File: src/rtl/seq_det_scheduler.sv
// Round-robin time-share of one serial sequence detector among N bit sources; frame = CLEAR, FRAME_LEN RUN, DRAIN, DONE.
// Hit_valid lands FRAME_LEN+3 cycles after the grant decision; dropping Req[sel] mid-frame aborts with no result.
module seq_det_scheduler #(
  parameter int N         = 4,
  parameter int FRAME_LEN = 8,
  parameter int CNT_W     = 4,
  localparam int SW       = (N > 1) ? $clog2(N) : 1
) (
  input  logic             Clk,
  input  logic             Rst_n,
  input  logic [N-1:0]     Req,
  input  logic [N-1:0]     Bit_in,
  output logic [N-1:0]     Grant,
  output logic             Det_X,
  output logic             Det_clr,
  input  logic             Det_Y,
  output logic             Hit_valid,
  output logic [SW-1:0]    Hit_src,
  output logic [CNT_W-1:0] Hit_count,
  output logic             Busy
);
  localparam int BW = $clog2(FRAME_LEN + 1);

  typedef enum logic [2:0] {S_IDLE, S_CLEAR, S_RUN, S_DRAIN, S_DONE} state_t;

  state_t           state_q;
  logic [SW-1:0]    ptr_q, sel_q, sel_d;
  logic             found_d;
  logic [SW:0]      rr_idx;
  logic [BW-1:0]    bit_cnt_q;
  logic [CNT_W-1:0] hit_cnt_q, hit_cnt_d;
  logic [N-1:0]     grant_q;
  logic             det_clr_q, hit_valid_q, busy_q;
  logic [SW-1:0]    hit_src_q;
  logic [CNT_W-1:0] hit_count_q;

  // First requester strictly after the last-granted pointer, wrapping modulo N.
  always_comb begin
    sel_d   = ptr_q;
    found_d = 1'b0;
    rr_idx  = '0;
    for (int i = 1; i <= N; i++) begin
      rr_idx = {1'b0, ptr_q} + (SW+1)'(i);
      if (rr_idx >= (SW+1)'(N)) rr_idx = rr_idx - (SW+1)'(N);
      if (!found_d && Req[rr_idx[SW-1:0]]) begin
        found_d = 1'b1;
        sel_d   = rr_idx[SW-1:0];
      end
    end
  end

  always_comb begin
    hit_cnt_d = hit_cnt_q;
    if (Det_Y && (hit_cnt_q != {CNT_W{1'b1}})) hit_cnt_d = hit_cnt_q + CNT_W'(1);
  end

  always_ff @(posedge Clk or negedge Rst_n) begin
    if (!Rst_n) begin
      state_q     <= S_IDLE;
      ptr_q       <= SW'(N - 1);
      sel_q       <= '0;
      bit_cnt_q   <= '0;
      hit_cnt_q   <= '0;
      grant_q     <= '0;
      det_clr_q   <= 1'b0;
      hit_valid_q <= 1'b0;
      hit_src_q   <= '0;
      hit_count_q <= '0;
      busy_q      <= 1'b0;
    end else begin
      det_clr_q   <= 1'b0;
      hit_valid_q <= 1'b0;
      // A source that withdraws mid-frame forfeits its turn.
      if ((state_q inside {S_CLEAR, S_RUN, S_DRAIN}) && !Req[sel_q]) begin
        state_q <= S_IDLE;
        grant_q <= '0;
        busy_q  <= 1'b0;
        ptr_q   <= sel_q;
      end else begin
        case (state_q)
          S_IDLE: begin
            if (found_d) begin
              sel_q     <= sel_d;
              grant_q   <= N'(1) << sel_d;
              bit_cnt_q <= '0;
              hit_cnt_q <= '0;
              det_clr_q <= 1'b1;
              busy_q    <= 1'b1;
              state_q   <= S_CLEAR;
            end
          end
          S_CLEAR: state_q <= S_RUN;
          S_RUN: begin
            hit_cnt_q <= hit_cnt_d;
            bit_cnt_q <= bit_cnt_q + BW'(1);
            if (bit_cnt_q == BW'(FRAME_LEN - 1)) state_q <= S_DRAIN;
          end
          S_DRAIN: begin
            hit_cnt_q   <= hit_cnt_d;
            grant_q     <= '0;
            ptr_q       <= sel_q;
            hit_valid_q <= 1'b1;
            hit_src_q   <= sel_q;
            hit_count_q <= hit_cnt_d;
            state_q     <= S_DONE;
          end
          S_DONE: begin
            busy_q  <= 1'b0;
            state_q <= S_IDLE;
          end
          default: state_q <= S_IDLE;
        endcase
      end
    end
  end

  assign Grant     = grant_q;
  assign Det_X     = (state_q == S_RUN) ? Bit_in[sel_q] : 1'b0;
  assign Det_clr   = det_clr_q;
  assign Hit_valid = hit_valid_q;
  assign Hit_src   = hit_src_q;
  assign Hit_count = hit_count_q;
  assign Busy      = busy_q;

endmodule

File: config.mk
export PLATFORM = sky130hd
export DESIGN_NAME = seq_det_scheduler
export DESIGN_NICKNAME = d
export VERILOG_FILES = /design/src/rtl/seq_det_scheduler.sv
export SDC_FILE = /design/constraint.sdc
export NUM_CORES = 1
export LEC_CHECK = 0
export ABC_CLOCK_PERIOD_IN_PS = 1800
export BUFFER_PORTS_ARGS = -buffer_cell sky130_fd_sc_hd__clkbuf_2
export CORE_MARGIN = 2
export CORE_UTILIZATION = 49
export DETAILED_ROUTE_END_ITERATION = 6
export PLACE_DENSITY_LB_ADDON = 0.1
export SYNTH_ARGS = -nofsm -noshare
export SYNTH_HDL_FRONTEND = slang
export SYNTH_SLANG_ARGS = --single-unit
File: constraint.sdc
create_clock -name Clk -period 1.8 [get_ports Clk]
set_input_delay 0.18 -clock Clk [delete_from_list [all_inputs] [get_ports Clk]]
set_output_delay 0.18 -clock Clk [all_outputs]
set_load 0.01 [all_outputs]
* After elaboration in Yosys (flattened, before gate mapping) *
Cells that the tools add are included.

storage, ports and cells
  bits in registers = 28
  latch bits = 0
  memories = 0
  input port bits = 11
  memory bits (read-only) = 0
  memory bits (writable) = 0
  output and inout port bits = 14
  word-level logic and storage cells = 111

cells by class
  bitwise logic cells = 1
  div/mod/pow operators = 0
  reduce and logical (&&, ||, !) cells = 24
  $lt $le $gt $ge = 9
  multiplexer cells = 46
  multiply operators = 0
  shift operators = 1
  equality and inequality tests = 9
  add/subtract/negate cells = 10

operators with widths
  cell                   number
  $pmux W4 S2            3
  $mux W2                10
  $mux W1                18
  $mux W4                4
  $lt A2 B3 Y1 const B   5
  $bmux W1 S2            6
  $ge A3 B3 Y1 const B   4
  $pmux W3 S4            1
  $mux W3                3
  $reduce_and A3 Y1      3
  $reduce_bool A3 Y1     3
  $add A4 B1 Y4 const B  2
  $reduce_and A2 Y1      4
  $sub A2 B1 Y2 const B  4
  $add A2 B2 Y3 const B  2
  $eq A3 B2 Y1 const B   2
  $reduce_bool A2 Y1     3
  $logic_and A1 B1 Y1    5
  $eq A4 B3 Y1 const B   1
  $logic_not A1 Y1       4
  $ne A4 B4 Y1 const B   1
  $shl A1 B2 Y4 const A  1
  $add A2 B1 Y3 const B  1
  $add A2 B3 Y3 const B  1
  9 further kinds        9

* Depth between registers and ports, before layout *
Gate-level depths: netlist of the first run.

  depth in word-level cells = 19
  depth in mapped cells = 7
  depth with buffers taken out = 5

* Worst setup path after synthesis of the first run *
Ideal clock, no wire load.

  path type = reg-to-reg
  from = register sel_q[1]
  to = register ptr_q[1]
  cell stages (with the launch flop) = 6
  buffers on the path = 1
  period minus slack after synthesis = 1.780 ns
  setup slack = 0.020 ns
  arrival time = 1.695 ns
  required time = 1.715 ns
  setup time = 0.085 ns
  path through = dfrtp_1 > mux4_2 > buf_4 > a21oi_1 > nand2b_1 > mux2_1

on the way
  longest elaborated chain between the ends = 5
  elaborated cells on any way between the ends = 7
  those cells by class = mux: 4; reduce/logical: 3

ends and longest elaborated chain
  element                                        line  RTL
  from (decl)                                    27    logic [SW-1:0] ptr_q, sel_q, sel_d;
  from (signal assigned)                         83    sel_q <= sel_d;
  $bmux W1 S2                                    74    if ((state_q inside {S_CLEAR, S_RUN, S_DRAIN}) && !Req[sel_q]) begin
  $mux W1 (not written as such)                  74
  $logic_not A1 Y1                               74
  $logic_and A1 B1 Y1                            74
  $mux W2 or $reduce_bool A2 Y1 (tied branches)  --
  to (signal assigned)                           60    ptr_q <= SW'(N - 1);
  to (signal assigned)                           78    ptr_q <= sel_q;
  to (signal assigned)                           101   ptr_q <= sel_q;
  to (decl)                                      27

Several ways; a longest one is shown, not always the timed one. The select of a mux whose other input is x is not followed.
A chain may end at the register's enable or synchronous reset.

* Final worst setup path of the first run *
  from = register sel_q[0]
  to = output Det_X

on the way
  longest elaborated chain between the ends = 3

ends and longest elaborated chain
  element                        line  RTL
  $bmux W1 S2                    118   assign Det_X = (state_q == S_RUN) ? Bit_in[sel_q] : 1'b0;
  $mux W1 (not written as such)  118
  $mux W1                        118
  to (decl)                      14    output logic Det_X,

Every way passes these cells. The select of a mux whose other input is x is not followed.

==> results of run 1 <==
-- cell families (layout without fill, tap and decap cells) --
kind of cell / count (synthesis) / count (layout) / synth area share [%]
flip-flops: 28 / 28 / 49.2
AO/OA/AOI/OAI: 37 / 37 / 17.3
buffers and inverters: 13 / 46 / 4.03
adder cells (fa/ha/maj): 2 / 2 / 1.75
multiplexers: 6 / 6 / 6.13
AND/OR/NAND/NOR: 50 / 50 / 20.4
XOR/XNOR: 2 / 2 / 1.23
-- path summary, 6_finish.rpt --
check,end,slack [ns]
max in group asynchronous,state_q[1],0.90
min,hit_cnt_q[2],0.18
min in group asynchronous,Busy,0.40
max,Det_X,0.06
max reg2reg,bit_cnt_q[3],0.07
min reg2reg,Hit_count[1],0.50
-- routing by layer --
layer | vias to the layer above | share of wire, %
li1 | 568 | -
met1 | 574 | 45
met2 | 20 | 50
met3 | 4 | 3.2
met4 | 0 | 0.95
met5 | - | 0
-- where the power goes --
| group | switching [uW] | internal [uW] |
|---|---|---|
| Combinational | 623 | 553 |
| Sequential | 158 | 847 |
| Clock | 193 | 225 |
| Total | 974 | 1630 |
-- through the flow --
stage	utilization [%]	cells	total power, uW	hold WS [ns]	worst slack (ns)
floorplan	-	138	1760	-0.116	0.0200
finish	61.8	202	2600	0.179	0.0588
global route	61.8	202	2780	0.190	0.00287
global placement	58.6	195	2110	0.253	0.129
CTS	61.2	201	2600	0.166	0.0312
detailed placement	58.6	195	2150	0.270	0.106
-- area by class of cell --
class / instances / area share, %
clock buffers: 3 / 1.32
multi-input cells: 97 / 39.5
repair buffers: 34 / 11.8
inverters: 8 / 1.91
well taps: 31 / 2.28
clock inverters: 1 / 1.76
flip-flops and latches: 28 / 41.4
-- timing repair --
action,CTS,global route
gates resized for setup,1,3
buffers inserted,1,1
endpoints found under the setup margin,1,3
hold endpoints to repair,26,0
hold buffers,1,0
pin swaps,0,1
-- synthesized netlist by cell type, types with 2 or more instances --
cell type | count | area [um2]
dfrtp_1 | 26 | 651
nand2_1 | 18 | 67.6
o21ai_0 | 13 | 65.1
nand2b_1 | 7 | 43.8
a21oi_1 | 6 | 30.0
inv_1 | 6 | 22.5
nand3_1 | 6 | 30.0
a22o_1 | 4 | 35.0
o211ai_1 | 4 | 30.0
nand4_1 | 3 | 18.8
nor2_1 | 3 | 11.3
a32o_1 | 2 | 20.0
buf_2 | 2 | 10.0
clkbuf_1 | 2 | 7.51
dfstp_2 | 2 | 52.6
ha_1 | 2 | 25.0
mux2_1 | 2 | 22.5
mux2i_1 | 2 | 20.0
mux4_2 | 2 | 45.0
nand3_4 | 2 | 35.0
o21a_1 | 2 | 15.0
or4_1 | 2 | 15.0
-- sequential cells by signal (all words and copies together), names as in the netlist --
| name | flops |
|---|---|
| Grant | 4 |
| Det_clr | 1 |
| Busy | 1 |
| ptr_q | 2 |
| sel_q | 2 |
| Hit_valid | 1 |
| Hit_count | 4 |
| hit_cnt_q | 4 |
| state_q | 3 |
| bit_cnt_q | 4 |
| Hit_src | 2 |
-- tightest hold or removal path, delay by kind of cell --
kind,cells,cell delay (ns)
AO/OA/AOI/OAI,1,0.09
buffers and inverters,1,0.12
AND/OR/NAND/NOR,1,0.10
==> metrics.yaml, run 1 <==
fmax_ghz: 0.574
finalHoldViolations: 0
syn_area_um2: 1430
io_pins: 25
via_count: 1166
postSynthAreaPerCell_um2: 10.4
layout-drive-gt1-share_pct: 29.8
cp_data_arrival_time_ns: 1.56
crit_fanout: 3
crit_start: "sel_q[0]"
rr_worst_depth: 6
fin_setup_tns_ns: 0
finalInstanceArea_um2: 1700
rsz0062_at_grt: "no"
ys_seq_area_share_pct: 49.2
nets: 185
p_leak_uw: 0.000838
track_usage_pct: 19.7
worst_setup_path_end_kind: "output port"
cts_tree: "yes"
finalSetupViolCount: 0
cp_slowest_cell: "mux4_2"
min_path_cells: 3
crit_chain: "mux4_2, and3b_1, clkbuf_2"
wirelength_mm: 3.05
timing.final.crit_share_pct: 96.7
slew_viol_final: 0
crit_family: "multiplexers"
use_met1_pct: 25.5
cts.sinks: 28
multi_input_area_um2: 672
synth_edf_count: 0
drt_iter0_drc: 34
min_from: "Det_Y"
yosysUniqueCellTypes: 42
fin_crit_ns: 1.74
grt_pass1_wl_mm: 5.06
slowest_delay_ns: 0.50
core_um2: 2760
wl_per_cell_um: 15.1
numPortBuffers: 24
slew-limit-headroom_pct: 52.7
grt_pass1_vias: 1148
grtUsageMet3_pct: 2.90
busiest_layer: "met2"
power_density_nw_per_um2: 1530
cts_made_buffers: 3
ys_seq_elements: 28
rows: 19
startpoint_type: "register"
critical_path_buf_inv_count: 1
synthArstFlopShare_pct: 100
syn_nets: 151
yosys_most_used_dff: "dfrtp_1"
grt_max_degree: 29
die_w_um: 58
area_delta_synth_final_pct: 19.2
drc: 0
grt_util_met2_pct: 32.5
start_util_pct: 51.8
cts.htree.levels: 1
cp.depth: 3
status: "completed"
maxCapViolCount: 0
tightest_slew_ns: 0.709
diodes: 0
firstDrtPassIters: 4
overflow: 0
fillers: 255
place.gp.congestion: 0.798
cts_root_buf: "clkbuf_4"
hp-class: "in -> reg"
ys_warn_count: 0
clock_skew_ns: 0.0106
irDropWorstVdd_uv: 865
seqCellArea_um2: 706
cts.path.max_buffers: 2
dp_hpwl_mm: 2.25
timing.rr.start: "sel_q[0]"
ant_nets: 0
viasPerCell: 5.77
path_clk_slew_ns: 0.16
critPathKind: "reg -> out"
die_h_um: 58
antenna_found_initial: 0
place_area_um2: 1620
die-area_um2: 3360
clock_latency_ns: 0.33
required_ns: 1.62
syn_inst: 138
layout_common_cells: "dfrtp_1 (24), clkbuf_2 (24), nand2_1 (18)"
Note: power is estimated with default switching activity, not from simulation.
==> run 2, diff against run 1 <==
--- a/config.mk
+++ b/config.mk
@@ -5,6 +5,7 @@
 export SDC_FILE = /design/constraint.sdc
 export NUM_CORES = 1
 export LEC_CHECK = 0
+export ABC_AREA = 1
 export ABC_CLOCK_PERIOD_IN_PS = 1800
 export BUFFER_PORTS_ARGS = -buffer_cell sky130_fd_sc_hd__clkbuf_2
 export CORE_MARGIN = 2
==> run 2 against run 1 <==
  * Non-clock buffer count fell by 3
  * Worst hold slack improved by 0.058 ns
  * Utilization fell by 2.3 points
  * Clock skew rose by 0.0046 ns
  * Synthesized cell count rose by 68%
  * Highest routed layer unchanged
==> metrics.yaml, run 2 <==
syn_inst: 232  # was 138
yosys.area_share.simple_pct: 42.9  # was 20.4%
drc: 0  # unchanged
finalInstanceArea_um2: 2020  # was 1700 um2
numPortBuffers: 24  # unchanged
die_w_um: 63.9  # was 58 um
hp-class: "in -> reg"  # unchanged
layout-drive-gt1-share_pct: 26.5  # was 29.8%
ys_warn_count: 0  # unchanged
firstDrtPassIters: 4  # unchanged
finalSetupViolCount: 0  # unchanged
clock_skew_ns: 0.0152  # was 0.0106 ns
fillers: 316  # was 255
nets: 278  # was 185
crit_start: "ptr_q[0]"  # was sel_q[0]
final_core_util_pct: 59.5  # was 61.8%
path_clk_slew_ns: 0.15  # was 0.16 ns
ant_nets: 0  # unchanged
yosys-top-cells-area: "dfrtp_1 (37%), nand2_1 (18%), nand3_1 (5.4%)"  # was dfrtp_1 (46%), nand2_1 (4.7%), o21ai_0 (4.6%)
antenna_found_initial: 0  # unchanged
rows: 21  # was 19
synth.most_common_cell: "nand2_1"  # was dfrtp_1
dp_hpwl_mm: 2.70  # was 2.25 mm
startpoint_type: "register"  # unchanged
synth_compound_area_share_pct: 7.06  # was 17.3%
ys_seq_elements: 28  # unchanged
via_count: 1519  # was 1166
cts.sinks: 28  # unchanged
status: "completed"  # unchanged
tightest_slew_ns: 0.707  # was 0.709 ns
grt_pass1_vias: 1398  # was 1148
cts_made_buffers: 3  # unchanged
busiest_layer: "met2"  # unchanged
slew-limit-headroom_pct: 52.9  # was 52.7%
reg2reg_to: "Grant[1]"  # was bit_cnt_q[3]
r2r_slack_ns: 0.12  # was 0.07 ns
ys_seq_area_share_pct: 40.1  # was 49.2%
syn_nets: 245  # was 151
overflow: 0  # unchanged
required_ns: 2.08  # was 1.62 ns
synth_fa_ha_area_share_pct: 1.43  # was 1.75%
use_met1_pct: 25.5  # about the same
track_usage_pct: 19.3  # was 19.7%
start_util_pct: 51.8  # about the same
diodes: 0  # unchanged
crit_fanout: 10  # was 3
cts_tree: "yes"  # unchanged
core_um2: 3390  # was 2760 um2
grt_max_degree: 29  # unchanged
place_area_um2: 1940  # was 1620 um2
slew_viol_final: 0  # unchanged
wirelength_mm: 3.53  # was 3.05 mm
cts_root_buf: "clkbuf_4"  # unchanged
wl_per_cell_um: 11.4  # was 15.1 um
synth_edf_count: 0  # unchanged
area_delta_synth_final_pct: 14.8  # was 19.2%
die_h_um: 63.9  # was 58 um
worst_setup_path_end_kind: "register"  # was output port
syn_area_um2: 1760  # was 1430 um2
p_leak_uw: 0.00111  # was 0.000838 uW
yosys_most_used_dff: "dfrtp_1"  # unchanged
critPathKind: "reg -> reg"  # was reg -> out
layout_commonest_cell: "nand2_1"
maxCapViolCount: 0  # unchanged
synth.area.mux_share_pct: 0  # was 6.13%
clock_latency_ns: 0.33  # about the same
finalHoldViolations: 0  # unchanged
yosysTopAreaCell: "dfrtp_1"  # unchanged
grtUsageMet3_pct: 3.70  # was 2.90%
place.gp.congestion: 0.813  # was 0.798
synth_xor_area_share_pct: 2.00  # was 1.23%
synth_top_area_share_pct: 37.1  # was 45.5%
drt_iter0_drc: 83  # was 34
grt_util_met2_pct: 32.9  # was 32.5%
timing.rr.start: "ptr_q[0]"  # was sel_q[0]
postSynthAreaPerCell_um2: 7.57  # was 10.4 um2
power_density_nw_per_um2: 1830  # was 1530 nW/um2
grt_pass1_wl_mm: 6.27  # was 5.06 mm
cp_data_arrival_time_ns: 1.96  # was 1.56 ns
io_pins: 25  # unchanged
layout_common_cells: "nand2_1 (83), dfrtp_1 (25), clkbuf_2 (24)"  # was dfrtp_1 (24), clkbuf_2 (24), nand2_1 (18)
timing.final.crit_share_pct: 93.2  # was 96.7%
ys_top_cells_by_count: "nand2_1 (85), dfrtp_1 (26), nand3_1 (19)"  # was dfrtp_1 (26), nand2_1 (18), o21ai_0 (13)
rsz0062_at_grt: "yes"  # was no
die-area_um2: 4080  # was 3360 um2
endpoint: "Grant[1]"  # was Det_X
yosysUniqueCellTypes: 27  # was 42
fin_crit_ns: 1.68  # was 1.74 ns
synth_top_family_by_area: "simple AND/OR/NAND/NOR gates"  # unchanged
fmax_ghz: 0.596  # was 0.574 GHz
rr_worst_depth: 11  # was 6
cts.htree.levels: 1  # unchanged
cts.path.max_buffers: 2  # unchanged
viasPerCell: 4.90  # was 5.77
synthArstFlopShare_pct: 100  # unchanged
irDropWorstVdd_uv: 785  # was 865 uV
[run 2: changes by cell type after synthesis, sizes merged, moves of 4 or more]
| cell | previous run | this run |
|---|---|---|
| a22o | 4 | 0 |
| inv | 8 | 22 |
| nand2 | 18 | 98 |
| nand2b | 7 | 0 |
| nand3 | 9 | 23 |
| nand4 | 3 | 7 |
| nor2 | 3 | 24 |
| o211ai | 4 | 0 |
[run 2: kinds of logic (layout without fill, tap and decap cells)]
kind of cell	after synthesis	after routing
flops	28	28
fa+ha+maj	2	2
simple gates	152	152
buf+inv	25	57
xor+xnor	4	4
compound gates	21	21
[run 2: routing by layer]
layer,share of wire (%),wire length (um),up-vias
met2,49,1740,21
met3,3.1,109,2
li1,-,-,801
met4,0.48,17,0
met5,0,0,-
met1,47,1660,695
[run 2: critical path: stages, from the launching register on]
cell	delay (ns)
dfstp_2	0.57
buf_6	0.14
nand2_1	0.07
nand2_2	0.11
nand2_1	0.08
nand2_2	0.13
inv_2	0.07
nand3_2	0.09
nand2_4	0.10
nor2_2	0.15
nand2_1	0.06
nand2_1	0.05
[run 2: through the flow]
step / hold WS (ns) / cells / power (uW) / setup TNS (ns) / worst slack (ns)
finish: 0.237 / 310 / 3690 / 0 / 0.123
global route: 0.244 / 310 / 4070 / -0.00589 / -0.00497
CTS: 0.229 / 309 / 3600 / 0 / 0.0143
detailed placement: 0.265 / 304 / 3320 / 0 / 0.0933
global placement: 0.266 / 304 / 3320 / 0 / 0.104
floorplan: -0.116 / 232 / 2830 / 0 / 0.255
[run 2: final cells by class]
type | instances | area, um2 | share of cell area [%]
tap | 46 | 57.6 | 2.86
inverter | 22 | 87.6 | 4.35
sequential | 28 | 704 | 34.9
clock buffer | 4 | 26.3 | 1.30
multi-input combinational | 179 | 961 | 47.7
timing repair buffer | 31 | 179 | 8.88
[run 2: worst min-delay path by stage]
stage / from / to / slack [ns] / cells after the start
2_1_floorplan: Rst_n / Busy / -0.12 / 0
3_3_place_gp: Rst_n / Grant[1] / 0.27 / 1
3_5_place_dp: Rst_n / Grant[1] / 0.27 / 1
4_1_cts: Det_Y / Hit_count[1] / 0.23 / 5
5_1_grt: Det_Y / Hit_count[1] / 0.24 / 5
6_report: Det_Y / Hit_count[1] / 0.24 / 5
[run 2: power breakdown]
group	switching (uW)	leakage, uW	internal (uW)
Combinational	1540	0.000742	836
Clock	178	0.0000150	86.8
Sequential	176	0.000358	866
[run 2: what timing repair did]
action                     in CTS  in global routing
buffers inserted                0                  1
hold buffers                    1                  0
hold endpoints to repair       26                  0
resized for setup               0                  8
setup endpoints to repair       0                 14
==> run 3, diff against run 2 <==
--- a/config.mk
+++ b/config.mk
@@ -11,6 +11,7 @@
 export CORE_MARGIN = 2
 export CORE_UTILIZATION = 49
 export DETAILED_ROUTE_END_ITERATION = 6
+export GPL_TIMING_DRIVEN = 0
 export PLACE_DENSITY_LB_ADDON = 0.1
 export SYNTH_ARGS = -nofsm -noshare
 export SYNTH_HDL_FRONTEND = slang
==> run 3 against run 2 <==
  * First-iteration DRC count up 3.6%
  * Setup slack lost 0.037 ns
  * Largest cell class unchanged
  * Worst hold slack worse by 0.0061 ns
  * Clock skew is 0.0037 ns lower
  * Clock power grew 17%
  * Global-route usage down 0.26 points
  * Maximum frequency shrank 2.2%
  * Utilization is 3.9 points higher
  * Sequential power hardly changed
  * Critical endpoint is now sel_q[0]
  * Via count up 3.8%
  * Highest routed layer is now met3
  * Sequential share of layout area is 2.2 points lower
  * Sequential cell count unchanged
==> metrics.yaml, run 3 (synthesis results as in run 2) <==
place_area_um2: 1930  # was 1940 um2
wl_per_cell_um: 11.9  # was 11.4 um
rsz0062_at_grt: "yes"  # unchanged
finalInstanceArea_um2: 2150  # was 2020 um2
dpl.cell_count: 302  # was 304
r2r_slack_ns: 0.09  # was 0.12 ns
fin_crit_ns: 1.71  # was 1.68 ns
power_density_nw_per_um2: 1890  # was 1830 nW/um2
grt_pass1_wl_mm: 6.28  # was 6.27 mm
crit_fanout: 7  # was 10
layout_common_cells: "nand2_1 (82), dfrtp_1 (25), clkbuf_2 (24)"  # was nand2_1 (83), dfrtp_1 (25), clkbuf_2 (24)
finalSetupViolCount: 0  # unchanged
p_leak_uw: 0.00117  # was 0.00111 uW
rows: 21  # unchanged
overflow: 0  # unchanged
cts.htree.levels: 1  # unchanged
dp_hpwl_mm: 2.66  # was 2.70 mm
ant_nets: 0  # unchanged
drc: 0  # unchanged
grt_max_degree: 29  # unchanged
track_usage_pct: 19.1  # was 19.3%
hp-class: "in -> reg"  # unchanged
die-area_um2: 4080  # unchanged
clock_latency_ns: 0.33  # about the same
irDropWorstVdd_uv: 946  # was 785 uV
crit_chain: "buf_8, inv_6, nand2_4, nand2_4, nand2_4, nand2_8, nor2_8, nand3_4, nand2_8, inv_4, nor2_2, nor2_1"  # was buf_6, nand2_1, nand2_2, nand2_1, nand2_2, inv_2, nand3_2, nand2_4, nor2_2, nand2_1, nand2_1
slew_viol_final: 0  # unchanged
slowest_delay_ns: 0.57  # about the same
cp_data_arrival_time_ns: 1.96  # about the same
via_count: 1576  # was 1519
layout.cells.non_filler: 317  # was 310
critPathKind: "reg -> reg"  # unchanged
layout_commonest_cell: "nand2_1"  # unchanged
firstDrtPassIters: 4  # unchanged
layout-drive-gt1-share_pct: 29.5  # was 26.5%
drt_iter0_drc: 86  # was 83
viasPerCell: 4.97  # was 4.90
cts_root_buf: "clkbuf_4"  # unchanged
finalHoldViolations: 0  # unchanged
die_w_um: 63.9  # unchanged
fmax_ghz: 0.583  # was 0.596 GHz
wirelength_mm: 3.79  # was 3.53 mm
whs_ns: 0.231  # was 0.237 ns
diodes: 0  # unchanged
die_h_um: 63.9  # unchanged
core_um2: 3390  # unchanged
antenna_found_initial: 0  # unchanged
cts.path.max_buffers: 2  # unchanged
maxCapViolCount: 0  # unchanged
startpoint_type: "register"  # unchanged
cts_tree: "yes"  # unchanged
io_pins: 25  # unchanged
status: "completed"  # unchanged
cts.sinks: 28  # unchanged
nets: 285  # was 278
cts_made_buffers: 3  # unchanged
start_util_pct: 51.8  # unchanged
slew-limit-headroom_pct: 53.8  # was 52.9%
place.gp.congestion: 0.748  # was 0.813
cp_slowest_cell: "dfstp_2"  # unchanged
clock_skew_ns: 0.0116  # was 0.0152 ns
grt_pass1_vias: 1481  # was 1398
worst_setup_path_end_kind: "register"  # unchanged
timing.final.crit_share_pct: 95.2  # was 93.2%
numPortBuffers: 24  # unchanged
path_clk_slew_ns: 0.16  # was 0.15 ns
area_delta_synth_final_pct: 22.4  # was 14.8%
required_ns: 2.04  # was 2.08 ns
crit_top_cell: "nand2_4"  # was nand2_1
tightest_slew_ns: 0.693  # was 0.707 ns
==> run 3: cell count changes in the layout (fill, tap and decap cells not counted), sizes merged <==
cell and change:
buf +5, nand2 +1, nand4 +1
==> run 3: critical path, delay by kind of cell (launching register included) <==
family	cells	cell delay (ns)
flip-flops	1	0.57
buffers and inverters	3	0.21
AND/OR/NAND/NOR	9	0.85
==> run 3: path summary, 6_finish.rpt <==
kind | start | to | cells after the start
min in group asynchronous | Rst_n | Grant[1] | 2
worst min-delay path | Det_Y | Hit_count[1] | 5
worst max register to register | ptr_q[1] | sel_q[0] | 12
worst max-delay path | ptr_q[1] | sel_q[0] | 12
max in group asynchronous | Rst_n | state_q[2] | 2
worst min register to register | Hit_count[1] | Hit_count[1] | 2
==> run 3: report_power, final <==
| group | switching (uW) | total, uW | internal, uW | leakage [uW] |
|---|---|---|---|---|
| Clock | 185 | 309 | 124 | 0.0000210 |
| Sequential | 164 | 1030 | 866 | 0.000358 |
| Combinational | 1740 | 2720 | 974 | 0.000794 |
| Total | 2090 | 4060 | 1960 | 0.00117 |
==> run 3: routing by layer <==
| layer | wire length [um] | GRT usage [%] | part of all wire (%) | vias up |
|---|---|---|---|---|
| met4 | 0 | 2.17 | 0 | 0 |
| met5 | 0 | 0 | 0 | - |
| met1 | 1710 | 23.1 | 45 | 737 |
| li1 | - | - | - | 822 |
| met3 | 92 | 3.87 | 2.4 | 0 |
| met2 | 1990 | 35.5 | 52 | 17 |
==> run 3: cell type report <==
type | count | area [um2]
tap | 46 | 57.6
timing repair buffer | 33 | 190
buffer | 3 | 33.8
fill | 300 | 1240
clock buffer | 4 | 36.3
multi-input combinational | 181 | 1040
sequential | 28 | 704
inverter | 22 | 90.1
==> run 3: what timing repair did <==
item,CTS,global route
hold buffers,1,0
hold endpoints to repair,26,0
pin swaps,0,9
cloned,0,2
setup buffers,1,7
resized for setup,2,18
setup endpoints to repair,1,17
==> run 3: through the flow <==
| stage | utilization, % | setup TNS, ns | power [uW] | setup slack, ns |
|---|---|---|---|---|
| global placement | 57.0 | 0 | 3290 | 0.116 |
| floorplan | - | 0 | 2830 | 0.255 |
| global route | 63.4 | -0.00902 | 4440 | -0.00902 |
| finish | 63.4 | 0 | 4060 | 0.0858 |
| detailed placement | 57.0 | 0 | 3320 | 0.108 |
| CTS | 58.7 | 0 | 3650 | 0.00761 |
